`src/rtl/alu_result_stage.sv`:
```
// rtl/alu_result_stage.sv - two-entry result FIFO behind the ALU with zero/parity flags and transfer counter
module alu_result_stage #(
    parameter int N_ALU = 4,
    parameter int CNT_W = 8
) (
    input  logic             clk,
    input  logic             rst,
    input  logic             in_valid,
    output logic             in_ready,
    input  logic [N_ALU-1:0] in_result,
    input  logic [1:0]       in_opcode,
    output logic             out_valid,
    input  logic             out_ready,
    output logic [N_ALU-1:0] out_result,
    output logic [1:0]       out_opcode,
    output logic             out_zero,
    output logic             out_parity,
    output logic [CNT_W-1:0] txn_count
);

    logic [N_ALU-1:0] mem_result [2];
    logic [1:0]       mem_opcode [2];
    logic             mem_zero   [2];
    logic             mem_parity [2];

    logic       wptr;
    logic       rptr;
    logic [1:0] occ;

    logic       push;
    logic       pop;
    logic       rptr_n;
    logic [1:0] occ_n;
    logic       in_zero;
    logic       in_parity;

    assign in_ready  = (occ != 2'd2);
    assign out_valid = (occ != 2'd0);
    assign push      = in_valid & in_ready;
    assign pop       = out_valid & out_ready;
    assign rptr_n    = rptr ^ pop;
    assign in_zero   = (in_result == '0);
    assign in_parity = ^in_result;

    always_comb begin
        occ_n = occ;
        case ({push, pop})
            2'b10:   occ_n = occ + 2'd1;
            2'b01:   occ_n = occ - 2'd1;
            default: occ_n = occ;
        endcase
    end

    // The head is kept in its own registers so the outputs come straight from
    // flops and keep the last head value once the FIFO drains.
    always_ff @(posedge clk or posedge rst) begin
        if (rst) begin
            for (int i = 0; i < 2; i++) begin
                mem_result[i] <= '0;
                mem_opcode[i] <= '0;
                mem_zero[i]   <= 1'b0;
                mem_parity[i] <= 1'b0;
            end
            wptr       <= 1'b0;
            rptr       <= 1'b0;
            occ        <= 2'd0;
            txn_count  <= '0;
            out_result <= '0;
            out_opcode <= '0;
            out_zero   <= 1'b0;
            out_parity <= 1'b0;
        end else begin
            if (push) begin
                mem_result[wptr] <= in_result;
                mem_opcode[wptr] <= in_opcode;
                mem_zero[wptr]   <= in_zero;
                mem_parity[wptr] <= in_parity;
                wptr             <= ~wptr;
            end
            if (pop && (txn_count != '1)) begin
                txn_count <= txn_count + 1'b1;
            end
            rptr <= rptr_n;
            occ  <= occ_n;
            if (occ_n != 2'd0) begin
                if (push && (wptr == rptr_n)) begin
                    out_result <= in_result;
                    out_opcode <= in_opcode;
                    out_zero   <= in_zero;
                    out_parity <= in_parity;
                end else begin
                    out_result <= mem_result[rptr_n];
                    out_opcode <= mem_opcode[rptr_n];
                    out_zero   <= mem_zero[rptr_n];
                    out_parity <= mem_parity[rptr_n];
                end
            end
        end
    end

endmodule

```
`config.mk`:
```
export PLATFORM = sky130hd
export DESIGN_NAME = alu_result_stage
export DESIGN_NICKNAME = d
export VERILOG_FILES = /design/src/rtl/alu_result_stage.sv
export SDC_FILE = /design/constraint.sdc
export NUM_CORES = 1
export LEC_CHECK = 0
export BUFFER_PORTS_ARGS = -buffer_cell sky130_fd_sc_hd__buf_2
export CELL_PAD_IN_SITES_DETAIL_PLACEMENT = 0
export CELL_PAD_IN_SITES_GLOBAL_PLACEMENT = 1
export CORE_MARGIN = 5
export CORE_UTILIZATION = 48
export CTS_BUF_LIST = sky130_fd_sc_hd__clkbuf_16
export DETAILED_ROUTE_END_ITERATION = 12
export HOLD_SLACK_MARGIN = 0.02
export PLACE_DENSITY_LB_ADDON = 0.1
export SLEW_MARGIN = 15
export SYNTH_ARGS = -nofsm -noshare
export SYNTH_HDL_FRONTEND = slang
export SYNTH_SLANG_ARGS = --single-unit
```
`constraint.sdc`:
```
create_clock -name clk -period 3.4 [get_ports clk]
set_input_delay 0.34 -clock clk [delete_from_list [all_inputs] [get_ports clk]]
set_output_delay 0.34 -clock clk [all_outputs]
set_load 0.05 [all_outputs]
```
==> results.cfg, run 1 <==
[sta]
finalCriticalPeriod_ns = 2.456
maxSlewViolCount = 0
setup_tns_ns = 0
post-route-period-util = 0.7222
hold_violations = 0
fmax_mhz = 407.2
setup_violations = 0
slew_headroom = 0.5412
rsz0062_at_grt = false
setup_ws_ns = 0.9444
worst_pin_slew_ns = 0.6881
fin_skew_ns = 0.003954

[detailed_routing]
avgRoutedWirePerCell_um = 16.03
wl_mm = 3.880
drt-vias-per-instance = 5.603
dr.pass1.iters = 4
drc = 0
drt_iter0_markers = 96
ant_nets = 0
num_vias = 1356

[global_routing]
grt_max_degree = 37
grt_pass1_vias = 1382
gr-total-overflow = 0
grt_pass1_wl_mm = 6.858
antenna_found_initial = 0
gr-usage-all-layers = 0.1712

[cts]
cts_tree = yes
ctsResizeCount = 0
cts.path.max_buffers = 2
numClockSinks = 36
cts_buffers = 5
clock-root-buffer = clkbuf_16
clock_latency_ns = 0.28
postCtsHoldBufs = 0
cts_setup_buffers = 0
htreeDepth = 2
clk_pin_slew_ns = 0.05

[worst_setup_path]
worstPathCellList = nor2b_2 -> inv_2 -> nand2_1 -> ha_1 -> nor2b_1 -> a211o_1 -> and2_4 -> o41ai_2
crit_path_top_delay_cell = dfrtp_1
cp_top_family = compound AO/OA/AOI/OAI gates
worst-setup-path-type = reg -> reg
startpoint_type = register
crit_required_ns = 3.57
critPathMaxStageDelay_ns = 0.45
cp.buffers_inverters = 1
cp_data_arrival_time_ns = 2.63
end_kind = register
worstPathMaxFanout = 9

[synthesis]
synth-seq-cells = 36
synth_top_area_frac = 0.4852
ys_types = 34
netlist.top_cell.by_area = dfrtp_1
netlist_area_um2 = 1857
yosysSeqAreaShare = 0.4852
synthesis.nets = 180
synth.avg_cell_area_um2 = 11.19
synthTopCellsByArea = dfrtp_1 49%, mux2_2 8.5%, o41ai_2 7.0%
syn-instance-count = 166
ys_warn_count = 0

[floorplanning]
rows = 22
ios = 28
start_util = 0.4997
die_y_um = 72.20
die_w_um = 72.20
die_area_um2 = 5212
core_um2 = 3716

[placed_design]
hpwl_mm = 2.653
post-place-ws_ns = 0.9464
place_inst = 235
portBuffers = 27
gp_congestion = 0.7976

[cells_and_area]
diodes = 0
final_common_cell = dfrtp_1
nNetsFinal = 208
drive_gt1_frac = 0.3247
areaGrowthSynthToFinish_pct = 15.36
layout.cells.non_filler = 242
layout_common_cells = 36 x dfrtp_1, 27 x buf_2, 17 x nor3_1

[status]
status = finished clean

[job]
cap_violations = 0

[min_path]
hp-class = in -> async
[path summary, 6_finish.rpt]
| kind | start | end | slack (ns) | depth (start not counted) |
|---|---|---|---|---|
| worst max-delay path | occ[1] | out_result[1] | 0.94 | 8 |
| worst min-delay path | rst | txn_count[4] | 0.16 | 3 |
| worst max register to register | occ[1] | out_result[1] | 0.94 | 8 |
| worst min register to register | txn_count[7] | txn_count[7] | 0.49 | 1 |
| max in group asynchronous | rst | mem_result[1] | 2.92 | 3 |
| min in group clk | in_opcode[0] | mem_opcode[2] | 0.33 | 2 |
[metrics by stage]
| step | hold slack (ns) | cell area (µm²) | utilization |
|---|---|---|---|
| 3_5_place_dp | 0.4678 | 2009 | 0.5407 |
| 2_1_floorplan | 0.4749 | 1857 | - |
| 5_1_grt | 0.2105 | 2142 | 0.5764 |
| 4_1_cts | 0.1735 | 2142 | 0.5764 |
| 3_3_place_gp | 0.4641 | 2009 | 0.5407 |
| 6_report | 0.1586 | 2142 | 0.5764 |
[worst register-to-register path, stage by stage, from the launching register on]
cell     delay (ns)
dfrtp_1        0.45
nor2b_2        0.21
inv_2          0.08
nand2_1        0.08
ha_1           0.38
nor2b_1        0.17
a211o_1        0.40
and2_4         0.24
o41ai_2        0.34
[area by class of cell]
class	instances	area [µm²]
clock buffer	5	125.1
tap	48	60.06
sequential	36	900.9
fill	325	1574
timing repair buffer	29	150.1
multi-input combinational	113	864.6
inverter	9	33.78
clock inverter	2	7.507
[synth_stat cells, drive strengths merged]
| master | n |
|---|---|
| inv | 9 |
| nor2 | 11 |
| clkbuf | 1 |
| a21oi | 2 |
| or2 | 1 |
| nand2b | 2 |
| mux2 | 15 |
| xor2 | 7 |
| nand3 | 11 |
| nand2 | 8 |
| o211ai | 1 |
| o41ai | 8 |
| o21ai | 4 |
| and3 | 2 |
| nor3 | 17 |
| dfrtp | 36 |
| nor3b | 6 |
| xnor2 | 5 |
| a211o | 1 |
| o21a | 1 |
| and2 | 1 |
| mux2i | 1 |
| buf | 7 |
| ha | 4 |
| o31ai | 1 |
| nor2b | 3 |
| nand4 | 1 |
[sequential cells by signal, indices dropped and copies added (netlist names)]
register / count
mem_opcode: 4
occ: 2
out_result: 4
out_zero: 1
out_parity: 1
mem_zero: 2
wptr: 1
out_opcode: 2
txn_count: 8
rptr: 1
mem_result: 8
mem_parity: 2
[layer usage]
metal	vias to the layer above	share of wire	track usage	wire, µm
met3	6	0.065	0.05125	254
met5	-	0	0	0
met2	40	0.45	0.2487	1764
met4	0	0.015	0.06472	59
met1	667	0.46	0.2399	1803
li1	643	-	-	-
[cells by family after synthesis]
group | Yosys count | share of synthesized area
AOI/OAI and AO/OA | 18 | 0.1031
xor gates and xnor gates | 12 | 0.06065
adders and majority gates | 4 | 0.02696
buffers and inverters | 17 | 0.04919
DFF | 36 | 0.4852
muxes | 16 | 0.09636
and+or+nand+nor | 63 | 0.1786
Power of run 1 is left out: the tool's default activity adds up to more than one toggle a clock period on the data nets, which glitch-free logic cannot reach.
==> run 2: changes to the inputs <==
--- a/config.mk
+++ b/config.mk
@@ -9,7 +9,7 @@
 export CELL_PAD_IN_SITES_DETAIL_PLACEMENT = 0
 export CELL_PAD_IN_SITES_GLOBAL_PLACEMENT = 1
 export CORE_MARGIN = 5
-export CORE_UTILIZATION = 48
+export CORE_UTILIZATION = 40
 export CTS_BUF_LIST = sky130_fd_sc_hd__clkbuf_16
 export DETAILED_ROUTE_END_ITERATION = 12
 export HOLD_SLACK_MARGIN = 0.02
==> constraint.sdc (replaced) <==
create_clock -name clk -period 2.1 [get_ports clk]
set_input_delay 0.21 -clock clk [delete_from_list [all_inputs] [get_ports clk]]
set_output_delay 0.21 -clock clk [all_outputs]
set_load 0.05 [all_outputs]
==> run 2 against run 1 <==
Effect of this change: maximum frequency rose by 26%; final cell count rose by 4.1%; sequential cell count did not move; global-route usage fell by 2.4 points; sequential share of layout area fell by 1.9 points; wire length rose by 6.0%; clock skew rose by 0.0015 ns; critical path depth fell by 2; die area rose by 17%.
==> results.cfg, run 2 (synthesis gave the netlist of run 1 again) <==
[status]
status = finished clean

[global_routing]
grt_pass1_wl_mm = 7.134
gr-total-overflow = 0
gr-usage-all-layers = 0.1474
grt_pass1_vias = 1404
grt_max_degree = 37
antenna_found_initial = 0

[cells_and_area]
multi_input_area_um2 = 889.6
top_regs = mem_result (8), txn_count (8)
diodes = 0
nFillCells = 414
nNetsFinal = 213
layout_common_cells = 34 x dfrtp_1, 27 x buf_2, 17 x nor3_1
final_common_cell = dfrtp_1
drive_gt1_frac = 0.3700
regArea_um2 = 903.4
areaGrowthSynthToFinish_pct = 21.09

[floorplanning]
die_w_um = 78.13
die_y_um = 78.13
ios = 28
core_um2 = 4414
start_util = 0.4206
die_area_um2 = 6104
rows = 24

[sta]
maxSlewViolCount = 0
fin_skew_ns = 0.005498
hold_violations = 0
finalCriticalPeriod_ns = 1.952
rsz0062_at_grt = false
setup_tns_ns = 0
slew_headroom = 0.6831
setup_violations = 0
fmax_mhz = 512.2
worst_pin_slew_ns = 0.4753
post-route-period-util = 0.9297

[job]
cap_violations = 0

[min_path]
hp-class = in -> async

[detailed_routing]
drt_iter0_markers = 62
avgRoutedWirePerCell_um = 16.33
drc = 0
num_vias = 1327
drt-vias-per-instance = 5.266
ant_nets = 0
wl_mm = 4.114
dr.pass1.iters = 4

[cts]
cts.path.max_buffers = 2
htreeDepth = 2
clk_pin_slew_ns = 0.05
numClockSinks = 36
cts_tree = yes
clock_latency_ns = 0.28
cts_buffers = 5
clock-root-buffer = clkbuf_16

[worst_setup_path]
crit_start = occ[0]
r2r_setup_slack_ns = 0.15
end_kind = register
worstReg2RegStart = occ[0]
cp_data_arrival_time_ns = 2.12
reg2reg_depth = 6
worst-setup-path-type = reg -> reg
worstReg2RegEnd = out_result[0]
crit_required_ns = 2.27
startpoint_type = register
worstPathMaxFanout = 9

[placed_design]
hpwl_mm = 2.804
portBuffers = 27
gp_congestion = 0.7492
run 2: cell types whose count changed in the layout (fill, tap and decap cells not counted), sizes merged:
cell,delta
bufinv,+1
clkinv,-1
buf,+5
inv,+1
run 2: how the worst max path moves through the flow:
stage	endpoint	cells after the start
final	out_result[0]	6
after global routing	out_result[1]	6
after CTS	out_result[1]	6
after detailed placement	out_opcode[1]	6
after global placement	out_result[2]	6
after floorplan	out_result[3]	11
run 2: metal layers:
metal / vias to the layer above / wire, µm / track usage
met5: - / 0 / 0
li1: 649 / - / -
met2: 33 / 1752 / 0.2169
met3: 5 / 191 / 0.03776
met4: 0 / 39 / 0.04561
met1: 640 / 2131 / 0.2121
run 2: metrics by stage:
| stage | worst slack [ns] | utilization | area, µm² | hold WS [ns] | cells |
|---|---|---|---|---|---|
| floorplan | 0.01944 | - | 1893 | 0.3617 | 166 |
| global placement | 0.1626 | 0.4717 | 2082 | 0.3418 | 244 |
| detailed placement | 0.06474 | 0.4717 | 2082 | 0.3461 | 244 |
| CTS | 0.05398 | 0.5088 | 2246 | 0.04880 | 252 |
| global route | 0.01574 | 0.5094 | 2248 | 0.09260 | 252 |
| finish | 0.1477 | 0.5094 | 2248 | 0.02562 | 252 |
run 2: repair_timing:
| action | 4_1_cts | 5_1_grt |
|---|---|---|
| gates resized for setup | 0 | 2 |
| buffers inserted | 0 | 0 |
| hold buffers | 0 | 0 |
| setup endpoints to repair | 0 | 8 |
run 2: critical path: stages, from the launching register on:
cell     delay (ns)
dfrtp_2        0.47
o21a_1         0.29
ha_4           0.29
nor2b_1        0.14
a211o_1        0.24
and2_4         0.20
o41ai_2        0.21
run 2: layout make-up:
cell class                 instances  share of cell area
clock buffer                       5             0.05565
clock inverter                     3             0.01725
inverter                           9             0.01725
multi-input combinational        113              0.3957
sequential                        36              0.4018
tap                               52             0.02894
timing repair buffer              34             0.08347
Power of run 2 is left out for the same reason.
==> run 3: changes to the inputs <==
--- a/config.mk
+++ b/config.mk
@@ -6,14 +6,12 @@
 export NUM_CORES = 1
 export LEC_CHECK = 0
 export BUFFER_PORTS_ARGS = -buffer_cell sky130_fd_sc_hd__buf_2
-export CELL_PAD_IN_SITES_DETAIL_PLACEMENT = 0
-export CELL_PAD_IN_SITES_GLOBAL_PLACEMENT = 1
 export CORE_MARGIN = 5
-export CORE_UTILIZATION = 40
+export CORE_UTILIZATION = 50
 export CTS_BUF_LIST = sky130_fd_sc_hd__clkbuf_16
 export DETAILED_ROUTE_END_ITERATION = 12
 export HOLD_SLACK_MARGIN = 0.02
-export PLACE_DENSITY_LB_ADDON = 0.1
+export PLACE_DENSITY = 0.74
 export SLEW_MARGIN = 15
 export SYNTH_ARGS = -nofsm -noshare
 export SYNTH_HDL_FRONTEND = slang
==> run 3 against run 2 <==
Effect of this change: count of clock-buffer cells in the layout unchanged; final area is 0.89% lower; via count is 0.30% higher; critical path type unchanged; non-clock buffer count increased by 2; critical path depth grew 2.
==> results.cfg, run 3 (synthesis gave the netlist of run 1 again) <==
[sta]
setup_tns_ns = 0
setup_violations = 0
setup_ws_ns = 0.1134
maxSlewViolCount = 0
fmax_mhz = 503.4
rsz0062_at_grt = false
hold_violations = 0
post-route-period-util = 0.9460
fin_skew_ns = 0.003304
finalCriticalPeriod_ns = 1.987
slew_headroom = 0.6963
worst_pin_slew_ns = 0.4555

[floorplanning]
start_util = 0.5110
core_um2 = 3633
die_w_um = 70.94
ios = 28
die_y_um = 70.94
die_area_um2 = 5032
rows = 22

[cells_and_area]
final_core_util = 0.6133
diodes = 0
areaGrowthSynthToFinish_pct = 20.01
top_regs = mem_result (8), txn_count (8)
drive_gt1_frac = 0.3564
layout_common_cells = 36 x dfrtp_1, 27 x buf_2, 17 x nor3_1
nNetsFinal = 215
final_common_cell = dfrtp_1
nFillCells = 321

[detailed_routing]
drt-vias-per-instance = 5.324
drt_iter0_markers = 54
wl_mm = 3.707
dr.pass1.iters = 4
avgRoutedWirePerCell_um = 14.83
drc = 0
num_vias = 1331
ant_nets = 0

[worst_setup_path]
worstPathMaxFanout = 9
crit_required_ns = 2.27
reg2reg_depth = 8
critPathMaxStageDelay_ns = 0.49
crit_path_top_delay_cell = dfrtp_1
cp_data_arrival_time_ns = 2.15
worst-setup-path-type = reg -> reg
worstPathCellList = nor2b_4 -> inv_6 -> nand2_4 -> ha_4 -> nor2b_1 -> a211o_1 -> and2_4 -> o41ai_2
cp.buffers_inverters = 1
startpoint_type = register
cp_top_family = simple AND/OR/NAND/NOR gates
path_depth = 8
end_kind = register

[min_path]
hp-class = in -> async

[cts]
cts_buffers = 5
cts.path.max_buffers = 2
htreeDepth = 2
numClockSinks = 36
cts_tree = yes
clock_latency_ns = 0.28
clk_pin_slew_ns = 0.05
clock-root-buffer = clkbuf_16
ctsResizeCount = 0

[global_routing]
grt_pass1_wl_mm = 6.465
grt_pass1_vias = 1339
gr-usage-all-layers = 0.1647
antenna_found_initial = 0
grt_max_degree = 37
gr-total-overflow = 0

[placed_design]
post-place-ws_ns = 0.1465
portBuffers = 27
gp_congestion = 0.7882
hpwl_mm = 2.686

[status]
status = finished clean

[job]
cap_violations = 0
run 3: cell count changes in the layout (fill, tap and decap cells not counted), sizes merged:
cell	change
buf	+2
bufinv	-1
inv	+1
run 3: path summary, 6_finish.rpt:
path	from	endpoint	slack [ns]
worst max-delay path	occ[0]	out_zero	0.11
worst min-delay path	rst	txn_count[5]	0.03
worst max register to register	occ[0]	out_zero	0.11
worst min register to register	txn_count[7]	txn_count[7]	0.49
max in group asynchronous	rst	mem_opcode[1]	1.74
min in group clk	in_opcode[0]	mem_opcode[0]	0.21
run 3: cell type report:
type                    instances  area [µm²]  area share
clock buffers                   5       125.1     0.05615
inverters                       9       38.79     0.01741
multi-input cells             113       889.6      0.3992
repair buffers                 36       202.7     0.09096
well taps                      48       60.06     0.02695
clock inverters                 3       11.26    0.005053
flip-flops and latches         36       900.9      0.4043
run 3: metal layers:
metal | GRT usage | vias to the layer above | part of all wire
li1 | - | 655 | -
met1 | 0.2204 | 649 | 0.45
met2 | 0.2513 | 21 | 0.49
met3 | 0.04261 | 6 | 0.039
met4 | 0.07516 | 0 | 0.020
met5 | 0 | - | 0
run 3: timing repair:
action                     4_1_cts  5_1_grt
setup endpoints to repair        0        1
setup buffers                    0        1
hold buffers                     0        0
run 3: stage by stage:
| stage | cell area (µm²) | hold WS [ns] | std cells |
|---|---|---|---|
| final | 2228 | 0.03133 | 250 |
| after global routing | 2228 | 0.09612 | 250 |
| after CTS | 2221 | 0.04160 | 249 |
| after detailed placement | 2085 | 0.3361 | 241 |
| after global placement | 2085 | 0.3277 | 241 |
| after floorplan | 1893 | 0.3617 | 166 |
run 3: worst register-to-register path, stage by stage (launching register included):
cell	delay [ns]
dfrtp_1	0.49
nor2b_4	0.23
inv_6	0.05
nand2_4	0.08
ha_4	0.21
nor2b_1	0.15
a211o_1	0.26
and2_4	0.19
o41ai_2	0.22
Power of run 3 is left out for the same reason.
